### src/rtl/core_pkg.sv
`default_nettype none
// ============================================================================
// Module      : core_pkg
// Description : Shared types and constants for the core_v2 processor:
//               instruction-type and FSM-state enums, instruction field bit
//               positions, the PC register index and the RAM select value.
// Revision    : 1.0 - initial release
// ============================================================================
package core_pkg;

   typedef enum logic [2:0] {
      T_NOP          = 3'd0,
      T_CALC_CONST_A = 3'd1,
      T_CALC_CONST_B = 3'd2,
      T_CALC         = 3'd3,
      T_MEM_ACT      = 3'd4,
      T_HLT          = 3'd5,
      T_BRANCH       = 3'd6,
      T_ILLEGAL      = 3'd7
   } instr_type_e;

   typedef enum logic [2:0] {
      S_FETCH   = 3'd0,
      S_EXECUTE = 3'd1,
      S_MEM     = 3'd2,
      S_PC_INC  = 3'd3,
      S_HALT    = 3'd4
   } state_e;

   // Instruction field positions. IMM15 overlaps REG_C, IMM20 overlaps REG_B/REG_C.
   localparam int c_type_lsb  = 0;
   localparam int c_type_msb  = 2;
   localparam int c_op_lsb    = 3;
   localparam int c_op_msb    = 6;
   localparam int c_rega_lsb  = 7;
   localparam int c_rega_msb  = 11;
   localparam int c_regb_lsb  = 12;
   localparam int c_regb_msb  = 16;
   localparam int c_regc_lsb  = 17;
   localparam int c_regc_msb  = 21;
   localparam int c_imm15_lsb = 17;
   localparam int c_imm20_lsb = 12;
   localparam int c_imm_msb   = 31;

   localparam logic [4:0] c_pc_idx  = 5'd31;
   localparam int         c_sel_ram = 0;

endpackage
`default_nettype wire

### src/rtl/core_if.sv
`default_nettype none
// ============================================================================
// Module      : core_if
// Description : Shared memory/peripheral bus with a req/ack handshake.
//               master: req, addr, sel, op, wdata out; ack, rdata in.
//               slave : mirror of master.
//               op[0]=1 marks a write; otherwise rdata is returned on ack.
// Revision    : 1.0 - initial release
// ============================================================================
interface core_if #(
   parameter int XLEN   = 32,
   parameter int ADDR_W = 13,
   parameter int SEL_W  = 2
);
   logic              req;
   logic [ADDR_W-1:0] addr;
   logic [SEL_W-1:0]  sel;
   logic [1:0]        op;
   logic [XLEN-1:0]   wdata;
   logic              ack;
   logic [XLEN-1:0]   rdata;

   modport master (output req, addr, sel, op, wdata, input ack, rdata);
   modport slave  (input req, addr, sel, op, wdata, output ack, rdata);
endinterface
`default_nettype wire

### src/rtl/alu.sv
`default_nettype none
// ============================================================================
// Module      : alu
// Description : Combinational ALU shared with the first-generation core.
//               op     : 4-bit operation select
//               a, b   : operands
//               pc     : current program counter (for PC-relative op)
//               result : operation result
//               Ops: 0 ADD, 1 SUB, 2 AND, 3 OR, 4 XOR, 5 SLL, 6 SRL,
//                    7 SLTU, 8 PASS A, 9 PASS B, 10 PC+B, others 0.
// Revision    : 1.0 - initial release
// ============================================================================
module alu #(
   parameter int bit_width = 32
)(
   input  wire logic [3:0]           op,
   input  wire logic [bit_width-1:0] a,
   input  wire logic [bit_width-1:0] b,
   input  wire logic [bit_width-1:0] pc,
   output logic      [bit_width-1:0] result
);
   always_comb begin
      result = '0;
      case (op)
         4'd0:    result = a + b;
         4'd1:    result = a - b;
         4'd2:    result = a & b;
         4'd3:    result = a | b;
         4'd4:    result = a ^ b;
         4'd5:    result = a << b[4:0];
         4'd6:    result = a >> b[4:0];
         4'd7:    result = {{(bit_width-1){1'b0}}, (a < b)};
         4'd8:    result = a;
         4'd9:    result = b;
         4'd10:   result = pc + b;
         default: result = '0;
      endcase
   end
endmodule
`default_nettype wire

### src/rtl/core_regfile.sv
`default_nettype none
// ============================================================================
// Module      : core_regfile
// Description : 32 x XLEN register file, register 31 is the PC.
//               clk, rst          : clock, synchronous active-high reset
//               we, waddr, wdata  : single write port
//               ra_a/ra_b/ra_c    : combinational read addresses
//               rd_a/rd_b/rd_c    : combinational read data
//               pc                : dedicated PC read
//               Only the PC is reset (to RESET_PC).
// Revision    : 1.0 - initial release
// ============================================================================
module core_regfile
   import core_pkg::*;
#(
   parameter int              XLEN     = 32,
   parameter logic [XLEN-1:0] RESET_PC = '0
)(
   input  wire logic            clk,
   input  wire logic            rst,
   input  wire logic            we,
   input  wire logic [4:0]      waddr,
   input  wire logic [XLEN-1:0] wdata,
   input  wire logic [4:0]      ra_a,
   input  wire logic [4:0]      ra_b,
   input  wire logic [4:0]      ra_c,
   output logic      [XLEN-1:0] rd_a,
   output logic      [XLEN-1:0] rd_b,
   output logic      [XLEN-1:0] rd_c,
   output logic      [XLEN-1:0] pc
);
   // Entry 31 of the array is never used; the PC lives in its own register.
   logic [XLEN-1:0] r_gpr [0:31];
   logic [XLEN-1:0] r_pc;

   always_ff @(posedge clk) begin
      if (rst) begin
         r_pc <= RESET_PC;
      end else if (we && waddr == c_pc_idx) begin
         r_pc <= wdata;
      end
   end

   always_ff @(posedge clk) begin
      if (!rst && we && waddr != c_pc_idx) begin
         r_gpr[waddr] <= wdata;
      end
   end

   assign rd_a = (ra_a == c_pc_idx) ? r_pc : r_gpr[ra_a];
   assign rd_b = (ra_b == c_pc_idx) ? r_pc : r_gpr[ra_b];
   assign rd_c = (ra_c == c_pc_idx) ? r_pc : r_gpr[ra_c];
   assign pc   = r_pc;
endmodule
`default_nettype wire

### src/rtl/core_v2.sv
`default_nettype none
// ============================================================================
// Module      : core_v2
// Description : Multi-cycle core: FETCH -> EXECUTE -> (MEM) -> PC_INC around
//               a 32-entry register file, driving one shared req/ack bus.
//               clk, rst : clock, synchronous active-high reset
//               bus      : core_if master (instruction fetch and MEM_ACT)
//               halted   : core is in HALT
//               illegal  : sticky, halted on an undefined instruction type
//               pc       : current RF[31]
// Revision    : 1.0 - initial release
// ============================================================================
module core_v2
   import core_pkg::*;
#(
   parameter int              XLEN     = 32,
   parameter int              ADDR_W   = 13,
   parameter int              SEL_W    = 2,
   parameter logic [XLEN-1:0] RESET_PC = '0
)(
   input  wire logic  clk,
   input  wire logic  rst,
   core_if.master     bus,
   output logic       halted,
   output logic       illegal,
   output logic [XLEN-1:0] pc
);
   state_e          r_state, w_next;
   logic [31:0]     r_instr;
   logic            r_halted, r_illegal;

   logic            w_instr_load, w_set_halt, w_set_illegal;
   logic            w_we;
   logic [4:0]      w_waddr;
   logic [XLEN-1:0] w_wdata;
   logic [XLEN-1:0] w_rf_a, w_rf_b, w_rf_c, w_pc, w_pc_inc;
   logic [XLEN-1:0] w_alu_a, w_alu_b, w_alu_y;

   instr_type_e     w_type;
   logic [3:0]      w_op;
   logic [4:0]      w_ra, w_rb, w_rc;
   logic [XLEN-1:0] w_imm15, w_imm20;

   assign w_type  = instr_type_e'(r_instr[c_type_msb:c_type_lsb]);
   assign w_op    = r_instr[c_op_msb:c_op_lsb];
   assign w_ra    = r_instr[c_rega_msb:c_rega_lsb];
   assign w_rb    = r_instr[c_regb_msb:c_regb_lsb];
   assign w_rc    = r_instr[c_regc_msb:c_regc_lsb];
   assign w_imm15 = XLEN'(r_instr[c_imm_msb:c_imm15_lsb]);
   assign w_imm20 = XLEN'(r_instr[c_imm_msb:c_imm20_lsb]);
   assign w_pc_inc = w_pc + XLEN'(1);

   core_regfile #(.XLEN(XLEN), .RESET_PC(RESET_PC)) u_regfile (
      .clk   (clk),
      .rst   (rst),
      .we    (w_we),
      .waddr (w_waddr),
      .wdata (w_wdata),
      .ra_a  (w_ra),
      .ra_b  (w_rb),
      .ra_c  (w_rc),
      .rd_a  (w_rf_a),
      .rd_b  (w_rf_b),
      .rd_c  (w_rf_c),
      .pc    (w_pc)
   );

   assign w_alu_a = (w_type == T_CALC_CONST_A) ? w_imm20 : w_rf_b;
   assign w_alu_b = (w_type == T_CALC_CONST_B) ? w_imm15 : w_rf_c;

   alu #(.bit_width(XLEN)) u_alu (
      .op     (w_op),
      .a      (w_alu_a),
      .b      (w_alu_b),
      .pc     (w_pc),
      .result (w_alu_y)
   );

   always_ff @(posedge clk) begin
      if (rst) begin
         r_state   <= S_FETCH;
         r_instr   <= '0;
         r_halted  <= 1'b0;
         r_illegal <= 1'b0;
      end else begin
         r_state <= w_next;
         if (w_instr_load)  r_instr   <= bus.rdata[31:0];
         if (w_set_halt)    r_halted  <= 1'b1;
         if (w_set_illegal) r_illegal <= 1'b1;
      end
   end

   always_comb begin
      w_next        = r_state;
      w_instr_load  = 1'b0;
      w_set_halt    = 1'b0;
      w_set_illegal = 1'b0;
      w_we          = 1'b0;
      w_waddr       = w_ra;
      w_wdata       = w_alu_y;
      bus.req       = 1'b0;
      bus.addr      = w_pc[ADDR_W-1:0];
      bus.sel       = SEL_W'(c_sel_ram);
      bus.op        = 2'b00;
      bus.wdata     = w_rf_a;

      case (r_state)
         S_FETCH: begin
            bus.req = 1'b1;
            if (bus.ack) begin
               w_instr_load = 1'b1;
               w_next       = S_EXECUTE;
            end
         end
         S_EXECUTE: begin
            case (w_type)
               T_NOP: w_next = S_PC_INC;
               T_CALC_CONST_A, T_CALC_CONST_B, T_CALC: begin
                  w_we   = 1'b1;
                  // A write to the PC is a jump: skip the increment.
                  w_next = (w_ra == c_pc_idx) ? S_FETCH : S_PC_INC;
               end
               T_MEM_ACT: w_next = S_MEM;
               T_HLT: begin
                  w_set_halt = 1'b1;
                  w_next     = S_HALT;
               end
               T_BRANCH: begin
                  w_we    = 1'b1;
                  w_waddr = c_pc_idx;
                  w_wdata = (w_rf_a != '0) ? w_rf_b : w_pc_inc;
                  w_next  = S_FETCH;
               end
               default: begin
                  w_set_halt    = 1'b1;
                  w_set_illegal = 1'b1;
                  w_next        = S_HALT;
               end
            endcase
         end
         S_MEM: begin
            bus.req  = 1'b1;
            bus.addr = w_rf_b[ADDR_W-1:0];
            bus.sel  = SEL_W'(w_op[3:2]);
            bus.op   = w_op[1:0];
            if (bus.ack) begin
               if (!w_op[0]) begin
                  w_we    = 1'b1;
                  w_wdata = bus.rdata;
                  w_next  = (w_ra == c_pc_idx) ? S_FETCH : S_PC_INC;
               end else begin
                  w_next = S_PC_INC;
               end
            end
         end
         S_PC_INC: begin
            w_we    = 1'b1;
            w_waddr = c_pc_idx;
            w_wdata = w_pc_inc;
            w_next  = S_FETCH;
         end
         S_HALT:  w_next = S_HALT;
         default: w_next = S_FETCH;
      endcase

      // Reset abandons any transaction in flight and blocks writeback.
      if (rst) begin
         bus.req = 1'b0;
         w_we    = 1'b0;
      end
   end

   assign halted  = r_halted;
   assign illegal = r_illegal;
   assign pc      = w_pc;
endmodule
`default_nettype wire

### src/flat_wrapper.sv
// flat-port wrapper written by rule: the top's interface ports become plain ports
module core_v2_flat import core_pkg::*;
#(
   parameter int              XLEN     = 32,
   parameter int              ADDR_W   = 13,
   parameter int              SEL_W    = 2,
   parameter logic [XLEN-1:0] RESET_PC = '0
)
  (clk, rst, halted, illegal, pc, bus_req, bus_addr, bus_sel, bus_op, bus_wdata, bus_ack, bus_rdata);
  core_if #(.XLEN(XLEN), .ADDR_W(ADDR_W), .SEL_W(SEL_W)) bus_i ();
  input  wire logic clk;
  input  wire logic rst;
  output logic halted;
  output logic illegal;
  output logic [XLEN-1:0] pc;
  output wire logic [$bits(bus_i.req)-1:0] bus_req;
  output wire logic [$bits(bus_i.addr)-1:0] bus_addr;
  output wire logic [$bits(bus_i.sel)-1:0] bus_sel;
  output wire logic [$bits(bus_i.op)-1:0] bus_op;
  output wire logic [$bits(bus_i.wdata)-1:0] bus_wdata;
  input wire logic [$bits(bus_i.ack)-1:0] bus_ack;
  input wire logic [$bits(bus_i.rdata)-1:0] bus_rdata;
  assign bus_req = bus_i.req;
  assign bus_addr = bus_i.addr;
  assign bus_sel = bus_i.sel;
  assign bus_op = bus_i.op;
  assign bus_wdata = bus_i.wdata;
  assign bus_i.ack = bus_ack;
  assign bus_i.rdata = bus_rdata;
  core_v2 #(.XLEN(XLEN), .ADDR_W(ADDR_W), .SEL_W(SEL_W), .RESET_PC(RESET_PC)) u_core (.clk(clk), .rst(rst), .bus(bus_i), .halted(halted), .illegal(illegal), .pc(pc));
endmodule
### config.mk
export PLATFORM = sky130hd
export DESIGN_NAME = core_v2_flat
export DESIGN_NICKNAME = d
export VERILOG_FILES = /design/src/rtl/core_pkg.sv /design/src/rtl/core_if.sv /design/src/rtl/alu.sv /design/src/rtl/core_regfile.sv /design/src/rtl/core_v2.sv /design/src/flat_wrapper.sv
export SDC_FILE = /design/constraint.sdc
export NUM_CORES = 2
export LEC_CHECK = 0
export CAP_MARGIN = 10
export CORE_ASPECT_RATIO = 1.2
export CORE_MARGIN = 4
export CORE_UTILIZATION = 25
export CTS_CLUSTER_DIAMETER = 200
export CTS_CLUSTER_SIZE = 40
export DETAILED_ROUTE_END_ITERATION = 12
export GPL_TIMING_DRIVEN = 1
export SLEW_MARGIN = 20
export SYNTH_ARGS = -nofsm -noshare
export SYNTH_HDL_FRONTEND = slang
export SYNTH_SLANG_ARGS = --single-unit
### constraint.sdc
create_clock -name clk -period 9.6 [get_ports clk]
set_clock_uncertainty 0.2 [all_clocks]
set_input_delay 2.4 -clock clk [delete_from_list [all_inputs] [get_ports clk]]
set_output_delay 2.4 -clock clk [all_outputs]
set_load 0.01 [all_outputs]
==> flow_summary.json <==
{
  "cts_tree": "done",
  "switching_share_pct": 43.7,
  "p_seq_share_pct": 38.6,
  "drt_iter0_markers": 8141,
  "p_clk_share_pct": 11.5,
  "final-setup-viol-count": 0,
  "p_comb_share_pct": 50.0,
  "synth_area_leader_cell": "edfxtp_1",
  "drive_gt1_share_pct": 14.3,
  "ys_types": 100,
  "status": "finished clean",
  "cts_buffers": 31,
  "final_core_util_pct": 27.8,
  "synth_area_leaders": "edfxtp_1 42%, mux2i_1 16%, mux4_2 10%, a22oi_1 4.0%, a21oi_1 2.9%",
  "post_cts_resize_count": 0,
  "post_drt_wl_per_cell_um": 33.6,
  "synth_edf_count": 1024,
  "cp_slowest_stage_delay_ns": 0.85,
  "grt-ovfl-total": 0,
  "critical_path_buf_inv_count": 5,
  "power_mw": 18.3,
  "tns_ns": 0,
  "power.internal_mw": 10.3,
  "clock_sinks": 1108,
  "crit_path_end_kind": "flop",
  "synthDominantCellAreaShare_pct": 42.3,
  "cp.arrival_ns": 8.78,
  "die_area_sq_um": 300000,
  "drc": 0,
  "hold_violations": 0,
  "wirelength_mm": 329,
  "clk_path_buf_depth": 3,
  "max_freq_mhz": 118,
  "relSlewSlack_pct": 18.0,
  "cp_top_family": "compound AO/OA/AOI/OAI gates",
  "via_count": 58900,
  "ys_warn_count": 0,
  "ys.flop_type": "edfxtp_1",
  "track_usage_pct": 20.8,
  "hpwlAfterDp_mm": 220,
  "place_area_sq_um": 79400,
  "start_util_pct": 25.2,
  "first_global_vias": 56500,
  "p_sw_mw": 8.00,
  "finalMaxSlewViolations": 0,
  "io_buffers": 118,
  "yosysMostFrequentCell": "mux2i_1",
  "worstPathMaxFanout": 72,
  "synthToLayoutAreaGrowth_pct": 10.4,
  "synthesis.area_sq_um": 72800,
  "crit_chain": "nor2b_4, buf_4, buf_12, a22oi_1, a21oi_1, nor4_2, buf_4, a21oi_1, inv_1, ha_1, nor4_1, o21ai_0, a21oi_1, nor2_1, a21oi_1, o211ai_1, a211oi_1, mux2i_1, nor2_1, a2111oi_0, a2bb2oi_2, buf_4",
  "fillers": 29600,
  "tightest_slew_ns": 1.23,
  "seq_area_frac_synth_pct": 44.6,
  "grt_pass1_wl_mm": 451,
  "gp_congestion": 1.03,
  "cap_viol_max_count": 0,
  "layout.nets": 6112,
  "cp-start-kind": "flop",
  "htree_levels": 1,
  "clk_pin_slew_ns": 0.18,
  "required_ns": 9.88,
  "grt_antenna_before_repair": 12,
  "slowest_stage": "dfxtp_1",
  "crit_path_frequent_cell": "a21oi_1",
  "stdcell_area_sq_um": 80400,
  "std_cell_rows": 216,
  "post-route-period-util_pct": 88.6,
  "die_h_um": 599,
  "ys_ff_latch": 1108,
  "cts_setup_buffers": 0,
  "p_leak_nw": 24.7,
  "syn_area_per_cell_sq_um": 12.1,
  "syn_inst": 6003,
  "grt_max_degree": 100,
  "core_sq_um": 289000,
  "root_buffer": "clkbuf_16",
  "synth_commonest_cells": "1145 x mux2i_1, 1024 x edfxtp_1, 416 x a21oi_1",
  "async_flop_share_pct": 0,
  "first_pass_iters": 6,
  "period_needed_ns": 8.50,
  "antenna_left": 0,
  "io_pins": 119,
  "clkLatencyLatePin_ns": 0.79,
  "crit_type": "reg -> reg",
  "hold_class": "reg -> reg",
  "vdd_drop_max_mv": 0.189,
  "die_w_um": 500,
  "rsz0062_at_grt": "no",
  "routed_via_density": 6.02,
  "pwr_density_cell_nw_per_um2": 228,
  "holdBufCountCts": 0
}
## kinds of logic after synthesis
logic type      synth area share (%)
compound gates                  15.0
mux                             26.5
flops                           44.6
simple gates                    6.28
buf+inv                         4.36
fa+ha+maj                       2.27
xor+xnor                       0.939
other cells                  0.00515
## metrics by stage
step,cells,hold WS [ns],worst slack [ns]
after global placement,9725,0.303,1.34
after floorplan,6034,0.250,2.40
final,9789,0.337,1.10
after CTS,9785,0.328,1.33
after global routing,9787,0.358,0.900
after detailed placement,9727,0.302,1.36
## final cells by class
| class | instances | area (sq um) | area share [%] |
|---|---|---|---|
| Antenna cell | 3 | 7.51 | 0.00934 |
| Multi-Input combinational cell | 4302 | 38100 | 47.5 |
| Clock inverter | 2 | 25.0 | 0.0311 |
| Timing Repair Buffer | 403 | 3710 | 4.61 |
| Inverter | 100 | 380 | 0.473 |
| Tap cell | 3815 | 4770 | 5.94 |
| Clock buffer | 56 | 870 | 1.08 |
| Sequential cell | 1108 | 32500 | 40.4 |
## routing by layer
metal	GRT usage (%)	routed length, um
met1	25.9	122000
met2	33.0	148000
met3	3.87	32700
met4	13.9	26100
met5	0	21
## cells in the final DEF (no fill, tap or decap), drive strengths merged, types with 23 or more instances in the layout
cell           synthesis  layout
o21ai                132     132
a211oi                57      57
and3                  32      32
a22oi                385     385
a31oi                 26      26
a221oi               114     114
o211ai                31      31
mux2                  35      35
nand2b                23      23
a21o                  36      36
nor2b                 24      24
o221ai                23      23
inv                   99     100
xnor2                 44      44
xor2                  34      34
nor3                  54      54
mux4                 330     330
mux2i               1145    1145
nand3                 58      58
a21oi                417     417
o41ai                 32      32
buf                  286     285
conb                   1      32
dfxtp                 84      84
nor4                  39      39
o22ai                 86      86
nand2                303     303
a22o                  77      77
edfxtp              1024    1024
ha                   129     129
clkbuf               238      57
clkdlybuf4s50          0     117
nor2                 308     308
## worst register-to-register path, stage by stage (launching register included)
cell       delay (ns)
dfxtp_1          0.85
nor2b_4          0.69
buf_4            0.37
buf_12           0.47
a22oi_1          0.27
a21oi_1          0.32
nor4_2           0.07
buf_4            0.19
a21oi_1          0.57
inv_1            0.18
ha_1             0.41
nor4_1           0.54
o21ai_0          0.20
a21oi_1          0.37
nor2_1           0.11
a21oi_1          0.23
o211ai_1         0.16
a211oi_1         0.46
mux2i_1          0.25
nor2_1           0.07
a2111oi_0        0.78
a2bb2oi_2        0.14
buf_4            0.28
## path summary, 6_finish.rpt
check	startpoint	endpoint	slack (ns)	depth (start not counted)
worst min register to register	u_core.r_instr[14]$_SDFFE_PP0P_	flop	0.34	2
worst max-delay path	flop	u_core.u_regfile.r_gpr[28][30]$_DFFE_PP_	1.10	22
worst min-delay path	u_core.r_instr[14]$_SDFFE_PP0P_	flop	0.34	2
worst max register to register	flop	u_core.u_regfile.r_gpr[28][30]$_DFFE_PP_	1.10	22
## sequential cells by signal, indices dropped and copies added (netlist names), named ones only
register,flops
u_core.u_regfile.r_gpr,1024
u_core.r_instr,32
u_core.u_regfile.pc,32
u_core.r_state,3
u_core.halted,1
u_core.illegal,1
## power by group through the flow
stage	clock (mW)	sequential (mW)	combinational [mW]
after floorplan	0	7.10	5.15
final	2.10	7.07	9.16
after global routing	2.25	7.08	9.54
after detailed placement	0	7.17	8.88
after global placement	0	7.16	8.79
after CTS	2.12	7.06	8.91
Note: power is estimated with default switching activity, not from simulation.
